===== src/rtl/txn_risk_pkg.sv =====
// Shared definitions for the transaction risk scorer: method encodings, scoring FSM
// states, grading thresholds/scores and the grading helper functions.
// No ports (package).
package txn_risk_pkg;

  typedef enum logic [1:0] {
    MethStd    = 2'b00,
    MethTether = 2'b01,
    MethMonero = 2'b10,
    MethOther  = 2'b11
  } method_e;

  typedef enum logic [2:0] {
    StIdle,
    StDivM,
    StDivI,
    StDivV,
    StDivP,
    StGrade,
    StOut
  } state_e;

  // Threshold tables are ordered from the highest band to the lowest.
  localparam int MN = 3;
  localparam int unsigned MPct   [MN] = '{15, 10, 5};
  localparam int unsigned MScore [MN] = '{15, 10, 5};

  localparam int IN = 6;
  localparam int unsigned IHiPct [IN] = '{95, 90, 85, 80, 75, 70};
  localparam int unsigned ILoPct [IN] = '{5, 10, 15, 20, 25, 30};
  localparam int unsigned IScore [IN] = '{35, 30, 25, 20, 15, 10};

  localparam int VN = 5;
  localparam int unsigned VThresh [VN] = '{400000, 200000, 100000, 50000, 10000};
  localparam int unsigned VScore  [VN] = '{20, 17, 14, 10, 7};

  localparam int PN = 5;
  localparam int unsigned PGap   [PN] = '{3600, 1800, 720, 60, 1};
  localparam int unsigned PScore [PN] = '{30, 25, 20, 15, 5};

  // Each grader walks from the lowest band upward so the last hit is the highest band.
  function automatic logic [5:0] m_grade(input int unsigned pct, input logic priv);
    m_grade = '0;
    for (int k = MN - 1; k >= 0; k--) if (pct >= MPct[k]) m_grade = 6'(MScore[k]);
    if (priv) m_grade = 6'(MScore[0]);
  endfunction

  function automatic logic [5:0] i_grade(input int unsigned pct);
    i_grade = '0;
    for (int k = IN - 1; k >= 0; k--) begin
      if (pct >= IHiPct[k] || pct <= ILoPct[k]) i_grade = 6'(IScore[k]);
    end
  endfunction

  function automatic logic [5:0] v_grade(input int unsigned avg);
    v_grade = '0;
    for (int k = VN - 1; k >= 0; k--) if (avg >= VThresh[k]) v_grade = 6'(VScore[k]);
  endfunction

  function automatic logic [5:0] p_grade(input int unsigned gap);
    p_grade = '0;
    for (int k = PN - 1; k >= 0; k--) if (gap >= PGap[k]) p_grade = 6'(PScore[k]);
  endfunction

endpackage


===== src/rtl/txn_serial_div.sv =====
// Serial restoring divider, one quotient bit per cycle, unsigned operands.
// Ports: clk, rst (async, active-high); i_start loads operands; after W step cycles
// o_done pulses for one cycle and o_quot holds the quotient until the next i_start.
// A zero divisor yields a zero quotient.
module txn_serial_div #(
  parameter int unsigned W = 38
) (
  input  logic         clk,
  input  logic         rst,
  input  logic         i_start,
  input  logic [W-1:0] i_dividend,
  input  logic [W-1:0] i_divisor,
  output logic         o_done,
  output logic [W-1:0] o_quot
);

  localparam int unsigned CntW = $clog2(W + 1);

  logic [W-1:0]    r_rem;
  logic [W-1:0]    r_quo;
  logic [W-1:0]    r_div;
  logic [CntW-1:0] r_cnt;
  logic            r_zero;
  logic            r_done;
  logic [W:0]      w_shift;
  logic            w_ge;

  always_comb begin
    w_shift = {r_rem, r_quo[W-1]};
    w_ge    = w_shift >= {1'b0, r_div};
  end

  always_ff @(posedge clk or posedge rst) begin
    if (rst) begin
      r_rem  <= '0;
      r_quo  <= '0;
      r_div  <= '0;
      r_cnt  <= '0;
      r_zero <= 1'b0;
      r_done <= 1'b0;
    end else if (i_start) begin
      r_rem  <= '0;
      r_quo  <= i_dividend;
      r_div  <= i_divisor;
      r_zero <= (i_divisor == '0);
      r_cnt  <= CntW'(W);
      r_done <= 1'b0;
    end else if (r_cnt != '0) begin
      r_rem  <= w_ge ? W'(w_shift - {1'b0, r_div}) : w_shift[W-1:0];
      r_quo  <= {r_quo[W-2:0], w_ge};
      r_cnt  <= r_cnt - CntW'(1);
      r_done <= (r_cnt == CntW'(1));
    end else begin
      r_done <= 1'b0;
    end
  end

  assign o_done = r_done;
  assign o_quot = r_zero ? '0 : r_quo;

endmodule


===== src/rtl/txn_risk_scorer.sv =====
// Per-wallet transaction statistics with an on-demand risk score.
// Ports: clk, rst (async, active-high); txn_* accept transactions (valid/ready);
// score_req/score_wallet_in start scoring (score_ack pulse); score_valid/score_ready
// hand back score_wallet plus m/i/v/p sub-scores and their sum confidence_score.
// The scored wallet is cleared when its result is accepted.
module txn_risk_scorer
  import txn_risk_pkg::*;
#(
  parameter int unsigned N_WALLETS = 4,
  parameter int unsigned TS_W      = 16,
  parameter int unsigned VAL_W     = 30,
  parameter int unsigned CNT_W     = 8,
  localparam int unsigned ID_W     = $clog2(N_WALLETS),
  localparam int unsigned SUM_W    = VAL_W + CNT_W
) (
  input  logic             clk,
  input  logic             rst,
  input  logic             txn_valid,
  output logic             txn_ready,
  input  logic [ID_W-1:0]  txn_wallet,
  input  logic [TS_W-1:0]  time_stamp,
  input  logic             dir_in,
  input  logic [1:0]       method_field,
  input  logic [VAL_W-1:0] value,
  input  logic             score_req,
  input  logic [ID_W-1:0]  score_wallet_in,
  output logic             score_ack,
  output logic             score_valid,
  input  logic             score_ready,
  output logic [ID_W-1:0]  score_wallet,
  output logic [5:0]       m_score,
  output logic [5:0]       i_score,
  output logic [5:0]       v_score,
  output logic [5:0]       p_score,
  output logic [6:0]       confidence_score
);

  localparam int unsigned CtrW = $clog2(SUM_W + 1);

  logic [CNT_W-1:0] r_cnt       [N_WALLETS];
  logic [CNT_W-1:0] r_out_cnt   [N_WALLETS];
  logic [CNT_W-1:0] r_other_cnt [N_WALLETS];
  logic             r_priv      [N_WALLETS];
  logic [SUM_W-1:0] r_val_sum   [N_WALLETS];
  logic [TS_W-1:0]  r_first_ts  [N_WALLETS];
  logic [TS_W-1:0]  r_last_ts   [N_WALLETS];
  logic             r_active    [N_WALLETS];

  state_e           r_state, w_state_next;
  logic [CtrW-1:0]  r_ctr, w_ctr_next;
  logic [ID_W-1:0]  r_sel;
  logic [SUM_W-1:0] r_q_m, r_q_i, r_q_v;
  logic [5:0]       r_m, r_i, r_v, r_p;
  logic [6:0]       r_conf;

  logic             w_txn_fire, w_clear, w_cnt_nz, w_in_div, w_div_last;
  logic             w_div_start, w_div_done;
  logic [SUM_W-1:0] w_div_dividend, w_div_divisor, w_div_quot, w_cnt_ext;
  logic [TS_W-1:0]  w_gap;
  logic [5:0]       w_m, w_i, w_v, w_p;
  logic [6:0]       w_conf;

  // Only the wallet under scoring is frozen; all others keep accumulating.
  assign txn_ready   = !((r_state != StIdle) && (txn_wallet == r_sel));
  assign score_ack   = (r_state == StIdle) && score_req && !rst;
  // A saturated counter drops the whole transaction update.
  assign w_txn_fire  = txn_valid && txn_ready && !(&r_cnt[txn_wallet]);
  assign w_clear     = (r_state == StOut) && score_ready;
  assign w_cnt_ext   = SUM_W'(r_cnt[r_sel]);
  assign w_cnt_nz    = (r_cnt[r_sel] != '0);
  assign w_gap       = r_last_ts[r_sel] - r_first_ts[r_sel];
  assign w_in_div    = (r_state == StDivM) || (r_state == StDivI) ||
                       (r_state == StDivV) || (r_state == StDivP);
  assign w_div_last  = (r_ctr == CtrW'(SUM_W));
  // One load cycle plus SUM_W step cycles per DIV state; empty wallets skip the divider.
  assign w_div_start = w_in_div && (r_ctr == '0) && w_cnt_nz;

  always_comb begin
    w_state_next   = r_state;
    w_ctr_next     = (w_in_div && !w_div_last) ? r_ctr + CtrW'(1) : '0;
    w_div_dividend = '0;
    w_div_divisor  = w_cnt_ext;
    unique case (r_state)
      StIdle:  if (score_req) w_state_next = StDivM;
      StDivM: begin
        w_div_dividend = SUM_W'(r_other_cnt[r_sel]) * SUM_W'(100);
        if (w_div_last) w_state_next = StDivI;
      end
      StDivI: begin
        w_div_dividend = SUM_W'(r_out_cnt[r_sel]) * SUM_W'(100);
        if (w_div_last) w_state_next = StDivV;
      end
      StDivV: begin
        w_div_dividend = r_val_sum[r_sel];
        if (w_div_last) w_state_next = StDivP;
      end
      StDivP: begin
        w_div_dividend = SUM_W'(w_gap);
        w_div_divisor  = w_cnt_ext - SUM_W'(1);
        if (w_div_last) w_state_next = StGrade;
      end
      StGrade: w_state_next = StOut;
      StOut:   if (score_ready) w_state_next = StIdle;
      default: w_state_next = StIdle;
    endcase
  end

  // The gap quotient is still on the divider output during GRADE.
  always_comb begin
    w_m    = m_grade(32'(r_q_m), r_priv[r_sel]);
    w_i    = i_grade(32'(r_q_i));
    w_v    = v_grade(32'(r_q_v));
    w_p    = p_grade(32'(w_div_quot));
    w_conf = {1'b0, w_m} + {1'b0, w_i} + {1'b0, w_v} + {1'b0, w_p};
  end

  txn_serial_div #(
    .W (SUM_W)
  ) u_div (
    .clk        (clk),
    .rst        (rst),
    .i_start    (w_div_start),
    .i_dividend (w_div_dividend),
    .i_divisor  (w_div_divisor),
    .o_done     (w_div_done),
    .o_quot     (w_div_quot)
  );

  always_ff @(posedge clk or posedge rst) begin
    if (rst) begin
      r_state <= StIdle;
      r_ctr   <= '0;
      r_sel   <= '0;
      r_q_m   <= '0;
      r_q_i   <= '0;
      r_q_v   <= '0;
      r_m     <= '0;
      r_i     <= '0;
      r_v     <= '0;
      r_p     <= '0;
      r_conf  <= '0;
    end else begin
      r_state <= w_state_next;
      r_ctr   <= w_ctr_next;
      if (score_ack) r_sel <= score_wallet_in;
      // Done arrives in the first cycle of the following state.
      if (w_div_done) begin
        case (r_state)
          StDivI:  r_q_m <= w_div_quot;
          StDivV:  r_q_i <= w_div_quot;
          StDivP:  r_q_v <= w_div_quot;
          default: ;
        endcase
      end
      if (r_state == StGrade) begin
        r_m    <= w_cnt_nz ? w_m : '0;
        r_i    <= w_cnt_nz ? w_i : '0;
        r_v    <= w_cnt_nz ? w_v : '0;
        r_p    <= w_cnt_nz ? w_p : '0;
        r_conf <= w_cnt_nz ? w_conf : '0;
      end
    end
  end

  always_ff @(posedge clk or posedge rst) begin
    if (rst) begin
      for (int k = 0; k < N_WALLETS; k++) begin
        r_cnt[k]       <= '0;
        r_out_cnt[k]   <= '0;
        r_other_cnt[k] <= '0;
        r_priv[k]      <= 1'b0;
        r_val_sum[k]   <= '0;
        r_first_ts[k]  <= '0;
        r_last_ts[k]   <= '0;
        r_active[k]    <= 1'b0;
      end
    end else begin
      if (w_txn_fire) begin
        r_cnt[txn_wallet] <= r_cnt[txn_wallet] + CNT_W'(1);
        if (!dir_in && !(&r_out_cnt[txn_wallet])) begin
          r_out_cnt[txn_wallet] <= r_out_cnt[txn_wallet] + CNT_W'(1);
        end
        if ((method_field == MethOther) && !(&r_other_cnt[txn_wallet])) begin
          r_other_cnt[txn_wallet] <= r_other_cnt[txn_wallet] + CNT_W'(1);
        end
        if ((method_field == MethTether) || (method_field == MethMonero)) begin
          r_priv[txn_wallet] <= 1'b1;
        end
        r_val_sum[txn_wallet] <= r_val_sum[txn_wallet] + SUM_W'(value);
        r_last_ts[txn_wallet] <= time_stamp;
        if (!r_active[txn_wallet]) r_first_ts[txn_wallet] <= time_stamp;
        r_active[txn_wallet] <= 1'b1;
      end
      // The scored wallet cannot accept a transaction in this cycle.
      if (w_clear) begin
        r_cnt[r_sel]       <= '0;
        r_out_cnt[r_sel]   <= '0;
        r_other_cnt[r_sel] <= '0;
        r_priv[r_sel]      <= 1'b0;
        r_val_sum[r_sel]   <= '0;
        r_first_ts[r_sel]  <= '0;
        r_last_ts[r_sel]   <= '0;
        r_active[r_sel]    <= 1'b0;
      end
    end
  end

  assign score_valid      = (r_state == StOut);
  assign score_wallet     = r_sel;
  assign m_score          = r_m;
  assign i_score          = r_i;
  assign v_score          = r_v;
  assign p_score          = r_p;
  assign confidence_score = r_conf;

endmodule

===== config.mk =====
export PLATFORM = sky130hd
export DESIGN_NAME = txn_risk_scorer
export DESIGN_NICKNAME = d
export VERILOG_FILES = /design/src/rtl/txn_risk_pkg.sv /design/src/rtl/txn_serial_div.sv /design/src/rtl/txn_risk_scorer.sv
export SDC_FILE = /design/constraint.sdc
export NUM_CORES = 2
export LEC_CHECK = 0
export CAP_MARGIN = 20
export CORE_UTILIZATION = 50
export DETAILED_ROUTE_END_ITERATION = 7
export GPL_TIMING_DRIVEN = 0
export PLACE_DENSITY = 0.75
export SYNTH_ARGS = -nofsm -noshare
export SYNTH_HDL_FRONTEND = slang
export SYNTH_HIERARCHICAL = 1
export SYNTH_SLANG_ARGS = --single-unit

===== constraint.sdc =====
create_clock -name clk -period 41.2 [get_ports clk]
set_input_delay 6.18 -clock clk [delete_from_list [all_inputs] [get_ports clk]]
set_output_delay 6.18 -clock clk [all_outputs]
set_load 0.01 [all_outputs]

# After elaboration in Yosys (flattened, before gate mapping)
# Cells that the tools add are included.
[totals]
register_bits = 644
in_bits = 58
out_inout_bits = 36
word_cells = 294
[op_classes]
addsub = 12
mul = 2
order_cmp = 30
eq_ne = 18
n_mux = 123
n_bitwise = 16
reduce_logical = 44
[op_table]
columns = ["cell", "n"]
rows = [
  ["38-bit two-way mux", 12],
  ["64-bit two-way mux", 5],
  ["152-bit two-way mux", 2],
  ["32-bit two-way mux", 9],
  ["32-bit by 7-bit >= comparator with 1-bit output (second input constant)", 6],
  ["152-bit AND", 1],
  ["38-bit binary-select mux with 2-bit select", 2],
  ["152-bit bitwise mux", 1],
  ["38-bit demux with 2-bit select", 2],
  ["152-bit inverter", 1],
  ["38-bit one-hot mux with 4 select lines", 1],
  ["6-bit two-way mux", 23],
  ["64-bit AND", 2],
  ["64-bit bitwise mux", 2],
  ["8-bit two-way mux", 14],
  ["32-bit AND", 3],
  ["8-bit binary-select mux with 2-bit select", 6],
  ["32-bit bitwise mux", 3],
  ["32-bit by 5-bit less-or-equal comparator with 1-bit output (second input constant)", 3],
  ["16-bit two-way mux", 6],
  ["16-bit binary-select mux with 2-bit select", 2],
  ["16-bit demux with 2-bit select", 2],
  ["32-bit by 4-bit >= comparator with 1-bit output (second input constant)", 2],
  ["32-bit by 4-bit less-or-equal comparator with 1-bit output (second input constant)", 2],
  ["62 further kinds", 133],
]

# Longest topological paths before layout
[depth]
word_depth = 12
ltp_mapped = 23
depth_no_buf = 20

# Modules after synthesis
# Netlist, hierarchy kept.
[by_module_without_submodules]
columns = ["mod", "n_inst", "cells_each", "area_per_inst_um2", "seq_area_each_um2"]
rows = [
  ["txn_risk_scorer", 1, 2870, 29839.9, 12812.3],
  ["txn_serial_div", 1, 935, 7843.8, 3052.9],
]

# Worst setup path before layout
# No wires, ideal clock.
[synth_path]
kind = "input to output"
from = "in rst"
to = "out score_ack"
arrival_ps = 18131
required_time_ps = 35020
path_slack_ps = 16889
stages = 2
path_buffers = 0
cell_sequence = "inv_1 and4b_1"
[synth_between]
elab_chain_cells = 2
[synth_rtl]
columns = ["item", "line_no", "source"]
rows = [
  ["from (decl)", "txn_risk_scorer.sv:17", "input logic rst,"],
  ["1-bit zero test (no source line)", "-", ""],
  ["1-bit logical AND", "txn_risk_scorer.sv:65", "assign score_ack = (r_state == StIdle) && score_req && !rst;"],
  ["to (decl)", "txn_risk_scorer.sv:27", "output logic score_ack,"],
]
# Every way passes these cells.

# Worst setup path in the final report
# Ends and elaborated chain as after synthesis.

==> impl_metrics.toml <==
[grt]
overflow = 0
grtUsageTotal_pct = 30.0
antenna_found_initial = 7
grt_max_degree = 130
grt_pass1_vias = 30867
grt_pass1_wl_um = 179000

[sta]
slew_headroom_pct = 25.4
rsz0062_at_grt = "false"
fin_ws_ps = 25700
min_period_ps = 15500
setup_viol = 0
clock_skew_ps = 45.1
fmax_ghz = 0.0645
fin_crit_sh_pct = 37.6
tns_ps = 0
tightest_slew_ps = 1120
finalHoldViolCount = 0
final_max_slew_viol_count = 0

[drt]
wl_met3_um = 11300
antenna_left = 0
wl_per_cell_um = 22.9
drc = 0
wl_met2_um = 52600
drt_iter0_drc = 3391
routed_via_density = 6.27
routed.top_layer = "met5"
via_count = 31323
dr.pass1.iters = 6
drt-total-wl_um = 114000
m1WireLength_um = 45100

[placed_design]
dp_worst_setup_slack_ps = 25570
gp_congestion = 0.941
dp_hpwl_um = 82100
portBuffers = 87

[clocking]
cts_tree = "done"
clk_root_buffer_cell = "clkbuf_16"
cts_resized = 0
cts_sinks = 634
clkLatencyLatePin_ps = 650
cts.path.max_buffers = 3
cts-buffers-inserted = 72
cts_setup_buffers = 0
path_clk_slew_ps = 60
hold_buffers = 0
h-tree-depth = 3

[floorplan]
start_util_pct = 50.6
design.core.area_mm2 = 0.0744
die-area_mm2 = 0.0764
row_count = 100
fp.dieW_um = 276
die_h_um = 276
io_pins = 94

[final_layout]
fill_cells = 6254
area_delta_synth_final_pct = 12.7
area.sequential_mm2 = 0.0159
drive_gt1_share_pct = 12.8
multiInputGateArea_mm2 = 0.0202
final_nets = 4208

[setup_path]
crit_arrival_ps = 9320
end_kind = "output port"
crit_chain = "clkdlybuf4s50_1 > inv_8 > buf_16 > buf_16 > and4b_1 > clkdlybuf4s50_1"
max_stage_delay_ps = 590
worstPathRequired_ps = 35020
cpMaxStageDelayCell = "clkdlybuf4s50_1"
worstPathMaxFanout = 129
cp-start-kind = "input port"
cp_num_buf_inv = 5
critPathTopFamily = "buffers and inverters"
path_class = "input port to output port"

[power_and_ir_drop]
powerDensity_mw_per_mm2 = 64.2
power_mw = 2.72
ir_drop_mv = 0.0409
leakage_nw = 18.5

[flow_run]
drv_cap = 0

[logic_synthesis]
syn_avg_cell_area_um2 = 9.91
synthCells = 3799
syn_area_mm2 = 0.0376
ys_warn_count = 6

[status]
status = "complete, no violations"

[min_path]
hp-class = "register to register"
==> layout make-up <==
cell class / instances / area share (%)
timing repair buffer: 95 / 2.50
tap: 969 / 2.86
sequential: 634 / 37.4
buffer: 243 / 2.54
clock buffer: 100 / 4.85
inverter: 128 / 1.16
multi-input combinational: 2797 / 47.7
antenna: 2 / 0.0118
clock inverter: 30 / 0.976
==> worst min-delay path, delay by kind of cell (launching register included) <==
family,cells,cell delay [ps]
flops,1,340
simple gates,1,50
compound gates,1,50
==> path summary, 6_finish.rpt <==
| check | startpoint | endpoint | slack (ps) | depth (start not counted) |
|---|---|---|---|---|
| worst max-delay path | rst | score_ack | 25700 | 6 |
| worst min-delay path | confidence_score[2] | confidence_score[2] | 470 | 2 |
| worst max register to register | score_wallet[1] | u_div/r_quo[14] | 33550 | 21 |
| worst min register to register | confidence_score[2] | confidence_score[2] | 470 | 2 |
| max in group asynchronous | rst | i_score[0] | 33560 | 4 |
| min in group asynchronous | rst | r_val_sum[137] | 6140 | 2 |
==> routing by layer <==
metal	vias to the layer above	global-route usage, %
met5	-	0
met4	8	13.6
met3	343	7.10
met2	1622	47.4
met1	15397	39.2
li1	13953	-
==> sequential cells by signal (all words and copies together) (netlist names), 6 cells and up <==
signal / flops
confidence_score: 7
i_score: 6
r_cnt: 32
r_ctr: 6
r_first_ts: 64
r_last_ts: 64
r_other_cnt: 32
r_out_cnt: 32
r_q_i: 32
r_q_m: 32
r_q_v: 28
r_val_sum: 152
u_div/r_cnt: 6
u_div/r_div: 38
u_div/r_quo: 38
u_div/r_rem: 38
==> power by group <==
| part | internal [mW] | switching, mW | total (mW) | leakage, nW |
|---|---|---|---|---|
| Combinational | 0.477 | 0.654 | 1.13 | 9.36 |
| Sequential | 0.797 | 0.123 | 0.919 | 7.89 |
| Clock | 0.392 | 0.282 | 0.674 | 1.21 |
| Total | 1.67 | 1.06 | 2.72 | 18.5 |
==> through the flow <==
step           std cells  area, µm²  util [%]  hold slack, ps
2_1_floorplan       3802      37700         -             454
3_3_place_gp        4858      39700      53.4             465
3_5_place_dp        4865      39900      53.6             469
4_1_cts             4995      42400      57.0             482
5_1_grt             4997      42400      57.0             507
6_report            4998      42400      57.0             474
==> layout by cell type, fill, tap and decap left out, drive strengths merged, types with 7 or more instances in the layout <==
cell type	instances
or3	12
a22o	10
o21bai	12
dfrtp	634
a31oi	12
a22oi	7
o211ai	22
nor4	37
ha	161
a21o	38
a311oi	25
mux4	157
nand2b	15
fa	18
and2	37
xnor2	80
and3	24
o221ai	7
clkbuf	235
nor2	322
o31ai	18
xor2	49
clkinv	20
a211oi	132
nor2b	49
nand2	599
o21ai	214
nand3	54
buf	116
o21a	12
mux2	98
o22ai	7
clkdlybuf4s50	87
or2	9
nand4	27
mux2i	89
nor3	30
a21oi	338
inv	129
(Power assumes the default switching activity.)
